$ cat config.mk
export PLATFORM = sky130hd
export DESIGN_NAME = fb_pixel_fetch
export DESIGN_NICKNAME = d
export VERILOG_FILES = /design/src/rtl/fb_pixel_fetch.sv
export SDC_FILE = /design/constraint.sdc
export NUM_CORES = 1
export LEC_CHECK = 0
export CORE_MARGIN = 2
export CORE_UTILIZATION = 45
export DETAILED_ROUTE_END_ITERATION = 7
export PLACE_DENSITY_LB_ADDON = 0.12
export SETUP_SLACK_MARGIN = 0.15
export SLEW_MARGIN = 20
export SYNTH_ARGS = -nofsm -noshare
export SYNTH_HDL_FRONTEND = slang
export SYNTH_SLANG_ARGS = --single-unit
export TNS_END_PERCENT = 100
$ cat constraint.sdc
create_clock -name clk -period 4.3 [get_ports clk]
set_input_delay 0.86 -clock clk [delete_from_list [all_inputs] [get_ports clk]]
set_output_delay 0.86 -clock clk [all_outputs]
set_load 0.005 [all_outputs]
$ cat src/rtl/fb_pixel_fetch.sv
// Framebuffer prefetch engine: streams IMG_W*IMG_H bytes from a RAM_LAT-cycle
// synchronous RAM into a small FIFO and hands them to the VGA pixel stage.
//
// Ports:
//   clk, reset        single clock, synchronous active-high reset
//   frame_start       one-cycle pulse, restarts fetch at address 0
//   pix_req           consumer pops one pixel this cycle
//   ram_addr, ram_rd  read address / read strobe to the framebuffer RAM
//   ram_q             read data, valid RAM_LAT cycles after ram_rd
//   pix_data          pixel handed to the VGA stage (latency 1 from pix_req)
//   pix_valid         pix_data holds a real fetched pixel this cycle
//   fetch_ready       FIFO primed, consumer may start popping
//   underrun          sticky: a pop found the FIFO empty
//   underrun_cnt      saturating underrun count, only with
//                     `define FB_FETCH_UNDERRUN_CNT_EN
module fb_pixel_fetch #(
   parameter int IMG_W      = 256,
   parameter int IMG_H      = 256,
   parameter int ADDR_W     = 16,
   parameter int RAM_LAT    = 2,
   parameter int FIFO_DEPTH = 4
) (
   input  logic              clk,
   input  logic              reset,
   input  logic              frame_start,
   input  logic              pix_req,
   output logic [ADDR_W-1:0] ram_addr,
   output logic              ram_rd,
   input  logic [7:0]        ram_q,
   output logic [7:0]        pix_data,
   output logic              pix_valid,
   output logic              fetch_ready,
   output logic              underrun
`ifdef FB_FETCH_UNDERRUN_CNT_EN
   ,
   output logic [15:0]       underrun_cnt
`endif
);

   localparam int TOTAL = IMG_W * IMG_H;
   localparam int IW    = $clog2(TOTAL + 1);
   localparam int PW    = $clog2(FIFO_DEPTH);
   localparam int CW    = $clog2(FIFO_DEPTH + 1);
   localparam int LW    = $clog2(RAM_LAT + 1);

   typedef enum logic [1:0] {
      IDLE,
      PREFILL,
      STREAM,
      DONE
   } state_t;

   state_t             state_q, state_d;
   logic [IW-1:0]      issued_q;
   logic [RAM_LAT-1:0] vld_q, vld_d;
   logic [7:0]         mem [FIFO_DEPTH];
   logic [PW-1:0]      wr_ptr_q, rd_ptr_q;
   logic [CW-1:0]      cnt_q, cnt_d;
   logic [LW-1:0]      inflight;
   logic               push, pop, empty_pop;
   logic               all_issued, all_issued_d;

   assign ram_addr    = ADDR_W'(issued_q);
   assign fetch_ready = (state_q == STREAM);
   assign all_issued  = (issued_q == IW'(TOTAL));
   // the oldest in-flight flag marks the read whose data is on ram_q now
   assign push        = vld_q[RAM_LAT-1];

   always_comb begin
      inflight = '0;
      for (int i = 0; i < RAM_LAT; i++)
         inflight = inflight + LW'(vld_q[i]);
   end

   always_comb begin
      state_d   = state_q;
      ram_rd    = 1'b0;
      pop       = 1'b0;
      empty_pop = 1'b0;

      // reads still in flight already own a FIFO slot
      if ((state_q == PREFILL || state_q == STREAM) && !all_issued &&
          (int'(cnt_q) + int'(inflight) < FIFO_DEPTH))
         ram_rd = 1'b1;

      if (!frame_start && pix_req && state_q != IDLE) begin
         if (cnt_q != '0)
            pop = 1'b1;
         else
            empty_pop = 1'b1;
      end

      cnt_d        = cnt_q + CW'(push) - CW'(pop);
      vld_d        = (vld_q << 1) | RAM_LAT'(ram_rd);
      all_issued_d = ((issued_q + IW'(ram_rd)) == IW'(TOTAL));

      // transitions look at the post-edge FIFO and in-flight picture
      unique case (state_q)
         IDLE: ;
         PREFILL:
            if (cnt_d == CW'(FIFO_DEPTH) ||
                (all_issued_d && vld_d == '0))
               state_d = STREAM;
         STREAM:
            if (all_issued_d && vld_d == '0 && cnt_d == '0)
               state_d = DONE;
         DONE: ;
      endcase

      if (frame_start)
         state_d = PREFILL;
   end

   always_ff @(posedge clk) begin
      if (reset)
         state_q <= IDLE;
      else
         state_q <= state_d;
   end

   always_ff @(posedge clk) begin
      if (reset) begin
         issued_q  <= '0;
         vld_q     <= '0;
         wr_ptr_q  <= '0;
         rd_ptr_q  <= '0;
         cnt_q     <= '0;
         pix_data  <= '0;
         pix_valid <= 1'b0;
         underrun  <= 1'b0;
      end else if (frame_start) begin
         // dropping the flags discards every read still in flight
         issued_q  <= '0;
         vld_q     <= '0;
         wr_ptr_q  <= '0;
         rd_ptr_q  <= '0;
         cnt_q     <= '0;
         pix_valid <= 1'b0;
         underrun  <= 1'b0;
      end else begin
         issued_q  <= issued_q + IW'(ram_rd);
         vld_q     <= vld_d;
         cnt_q     <= cnt_d;
         pix_valid <= pop;
         if (push)
            wr_ptr_q <= wr_ptr_q + 1'b1;
         if (pop) begin
            rd_ptr_q <= rd_ptr_q + 1'b1;
            pix_data <= mem[rd_ptr_q];
         end else if (empty_pop) begin
            pix_data <= 8'h00;
         end
         if (empty_pop)
            underrun <= 1'b1;
      end
   end

   always_ff @(posedge clk) begin
      if (push && !reset && !frame_start)
         mem[wr_ptr_q] <= ram_q;
   end

`ifdef FB_FETCH_UNDERRUN_CNT_EN
   always_ff @(posedge clk) begin
      if (reset || frame_start)
         underrun_cnt <= '0;
      else if (empty_pop && underrun_cnt != 16'hFFFF)
         underrun_cnt <= underrun_cnt + 16'd1;
   end
`endif

endmodule

==> results.py <==
metrics = {
    "setup_path": {
        "rrSetupSlack_ns": 0.51,
        "arrival_ns": 4.02,
        "critPathLaunch": "vld_q[0]$_SDFF_PP0_",
        "reg2reg_from": "vld_q[0]$_SDFF_PP0_",
        "reg2reg_to": "state_q[0]$_SDFFE_PP0P_",
        "max_stage_delay_ns": 0.35,
        "crit_slowest_cell": "mux2_1",
        "cp-end-kind": "register",
        "crit_fanout": 7,
        "reg2reg_depth": 14,
        "critPathLaunchType": "register",
        "cp.depth": 14,
        "crit_path_frequent_cell": "ha_1",
        "worstSetupPathType": "reg2reg",
        "cpLargestDelayFamily": "compound AO/OA/AOI/OAI gates",
        "critPathRequiredTime_ns": 4.53,
        "crit_end": "state_q[0]$_SDFFE_PP0P_",
        "path_buf_inv": 0,
        "crit_chain": "ha_1 > a21oi_1 > nor2_1 > o32ai_1 > and3_2 > ha_1 > ha_1 > nand3_1 > nor4_4 > mux2_1 > a211o_1 > a2111oi_2 > a21o_1 > a311oi_2",
    },
    "clocking": {
        "post-cts-setup-buffer-count": 0,
        "cts-buffers-inserted": 9,
        "ctsResizeCount": 0,
        "cts-hold-fix-buffers": 0,
        "cts_tree": "built",
        "cts.clk_slew.worst_paths_ns": 0.09,
        "clockBufferDepth": 2,
        "clock_latency_ns": 0.35,
        "cts_root_buf": "clkbuf_8",
        "cts.sinks": 72,
        "htreeDepth": 3,
    },
    "timing": {
        "finalWorstPathRequiredPeriod_ns": 3.793,
        "skew_ns": 0.01089,
        "setup_tns_ns": 0,
        "slew_headroom_pct": 62.00,
        "period_share_pct": 88.21,
        "slew_viol_final": 0,
        "hold_violations": 0,
        "fmaxAchievable_mhz": 263.6,
        "rsz0062_at_grt": "false",
        "setup_viol": 0,
        "worstMarginPinSlew_ns": 0.5693,
    },
    "yosys": {
        "yosysMostFrequentCell": "dfxtp_1",
        "syn_inst": 284,
        "seq_area_frac_synth_pct": 53.45,
        "synth_top_cell_by_area": "edfxtp_1",
        "post-synth-top-area-fraction_pct": 29.16,
        "syn_area_mm2": 0.003296,
        "ys_ff_latch": 72,
        "synth_flop_cell": "dfxtp_1",
        "syn-num-nets": 310,
        "synthDistinctLibCells": 48,
        "yosysWarningCount": 0,
        "async_reset_ff_share_pct": 0,
        "avgSynthCellArea_um2": 11.60,
        "synth_area_leaders": "edfxtp_1, dfxtp_1, mux4_2",
        "synth_common_cells": "dfxtp_1, nor2_1, edfxtp_1, buf_4, ha_1",
        "synth_edf_count": 32,
    },
    "floorplan": {
        "die_x_um": 89.58,
        "die-area_mm2": 0.008025,
        "die_y_um": 89.58,
        "io_pins": 40,
        "num_rows": 31,
        "core-area_mm2": 0.007176,
        "start_util_pct": 45.93,
    },
    "routing": {
        "wirelength_um": 6104,
        "avgViaCountPerCell": 5.106,
        "drc": 0,
        "drt_pass1_iterations": 4,
        "post_drt_wl_per_cell_um": 14.74,
        "drtIter0Drc": 66,
        "ant_nets": 0,
        "vias": 2114,
    },
    "final_layout": {
        "syn2layout_area_growth_pct": 17.08,
        "stdcell_area_mm2": 0.003859,
        "drive_gt1_share_pct": 12.06,
        "nets": 336,
        "stdcell_count": 414,
        "diodes": 0,
    },
    "placement": {
        "place_area_mm2": 0.003670,
        "place_inst": 398,
        "io_buffer_count": 39,
        "dp_hpwl_um": 4222,
        "gp_congestion": 0.7887,
    },
    "worst_hold_path": {
        "hold_path.class": "reg2reg",
    },
    "flow_run": {
        "cap_violations": 0,
    },
    "global_route": {
        "grt_pass1_wl_um": 9597,
        "grt.total_usage_pct": 16.35,
        "grt_overflow": 0,
        "grt_max_degree": 23,
        "antenna_found_initial": 0,
        "grt_pass1_vias": 1923,
    },
    "pwr": {
        "p_leak_nw": 1.308,
        "ir_drop_mv": 0.2191,
        "power.density_mw_per_mm2": 329.0,
    },
    "run_status": {
        "status": "finished clean",
    },
}
state kept, by name (all words and copies together), names as in the netlist, named ones only:
name / cells
pix_data: 8
mem: 32
cnt_q: 3
wr_ptr_q: 2
rd_ptr_q: 2
vld_q: 2
underrun: 1
state_q: 2
issued_q: 17
pix_valid: 1
tightest hold or removal path, delay by kind of cell (launching register included):
family,cells,cell delay (ns)
flops,1,0.34
simple gates,1,0.07
compound gates,1,0.04
cell usage in the layout, fill, tap and decap left out, drive strengths merged, types with 9 or more instances in the layout:
master,count
ha,13
nor2,36
edfxtp,32
clkbuf,9
nor3,10
inv,13
xnor2,11
clkdlybuf4s50,39
dfxtp,40
cell families after synthesis:
group	Yosys count	share of synthesized area [%]
buf+inv	40	6.644
xor+xnor	19	5.049
simple gates	99	16.40
mux	11	6.416
flops	72	53.45
fa+ha+maj	14	5.543
compound gates	29	6.492
through the flow:
| stage | setup slack [ns] | total power [mW] | util [%] | hold slack, ns |
|---|---|---|---|---|
| after detailed placement | 0.3843 | 0.7959 | 51.14 | 0.4631 |
| final | 0.5068 | 1.269 | 53.78 | 0.4769 |
| after global routing | 0.2070 | 1.322 | 53.78 | 0.5374 |
| after CTS | 0.3647 | 1.283 | 53.64 | 0.4842 |
| after floorplan | 0.6499 | 0.7661 | - | 0.4605 |
| after global placement | 0.4767 | 0.7963 | 51.14 | 0.4572 |
how the worst min path moves through the flow:
| stage | start | end | slack, ns | cells past startpoint |
|---|---|---|---|---|
| 6_report | underrun$_SDFFE_PP0P_ | underrun$_SDFFE_PP0P_ | 0.48 | 2 |
| 5_1_grt | underrun$_SDFFE_PP0P_ | underrun$_SDFFE_PP0P_ | 0.54 | 2 |
| 4_1_cts | underrun$_SDFFE_PP0P_ | underrun$_SDFFE_PP0P_ | 0.48 | 2 |
| 3_5_place_dp | underrun$_SDFFE_PP0P_ | underrun$_SDFFE_PP0P_ | 0.46 | 2 |
| 3_3_place_gp | underrun$_SDFFE_PP0P_ | underrun$_SDFFE_PP0P_ | 0.46 | 2 |
| 2_1_floorplan | underrun$_SDFFE_PP0P_ | underrun$_SDFFE_PP0P_ | 0.46 | 2 |
final cells by class:
class	instances	area, um^2
fillers	643	3317
inverters	11	41.29
repair buffers	44	427.9
clock inverters	7	55.05
clock buffers	9	123.9
well taps	99	123.9
flip-flops and latches	72	1762
multi-input cells	172	1325
report_power, final:
part / internal (mW) / total [mW] / switching (mW)
registers: 0.716 / 0.719 / 0.00314
clock network: 0.214 / 0.490 / 0.276
logic: 0.0282 / 0.0598 / 0.0317
metal layers:
layer / wire length (um) / track usage, % / part of all wire [%]
met1: 2804 / 20.56 / 46
met2: 2966 / 26.47 / 49
met3: 248 / 5.484 / 4.1
met4: 85 / 5.699 / 1.4
met5: 0 / 0 / 0
No activity file was read; power rests on OpenSTA's default activity.
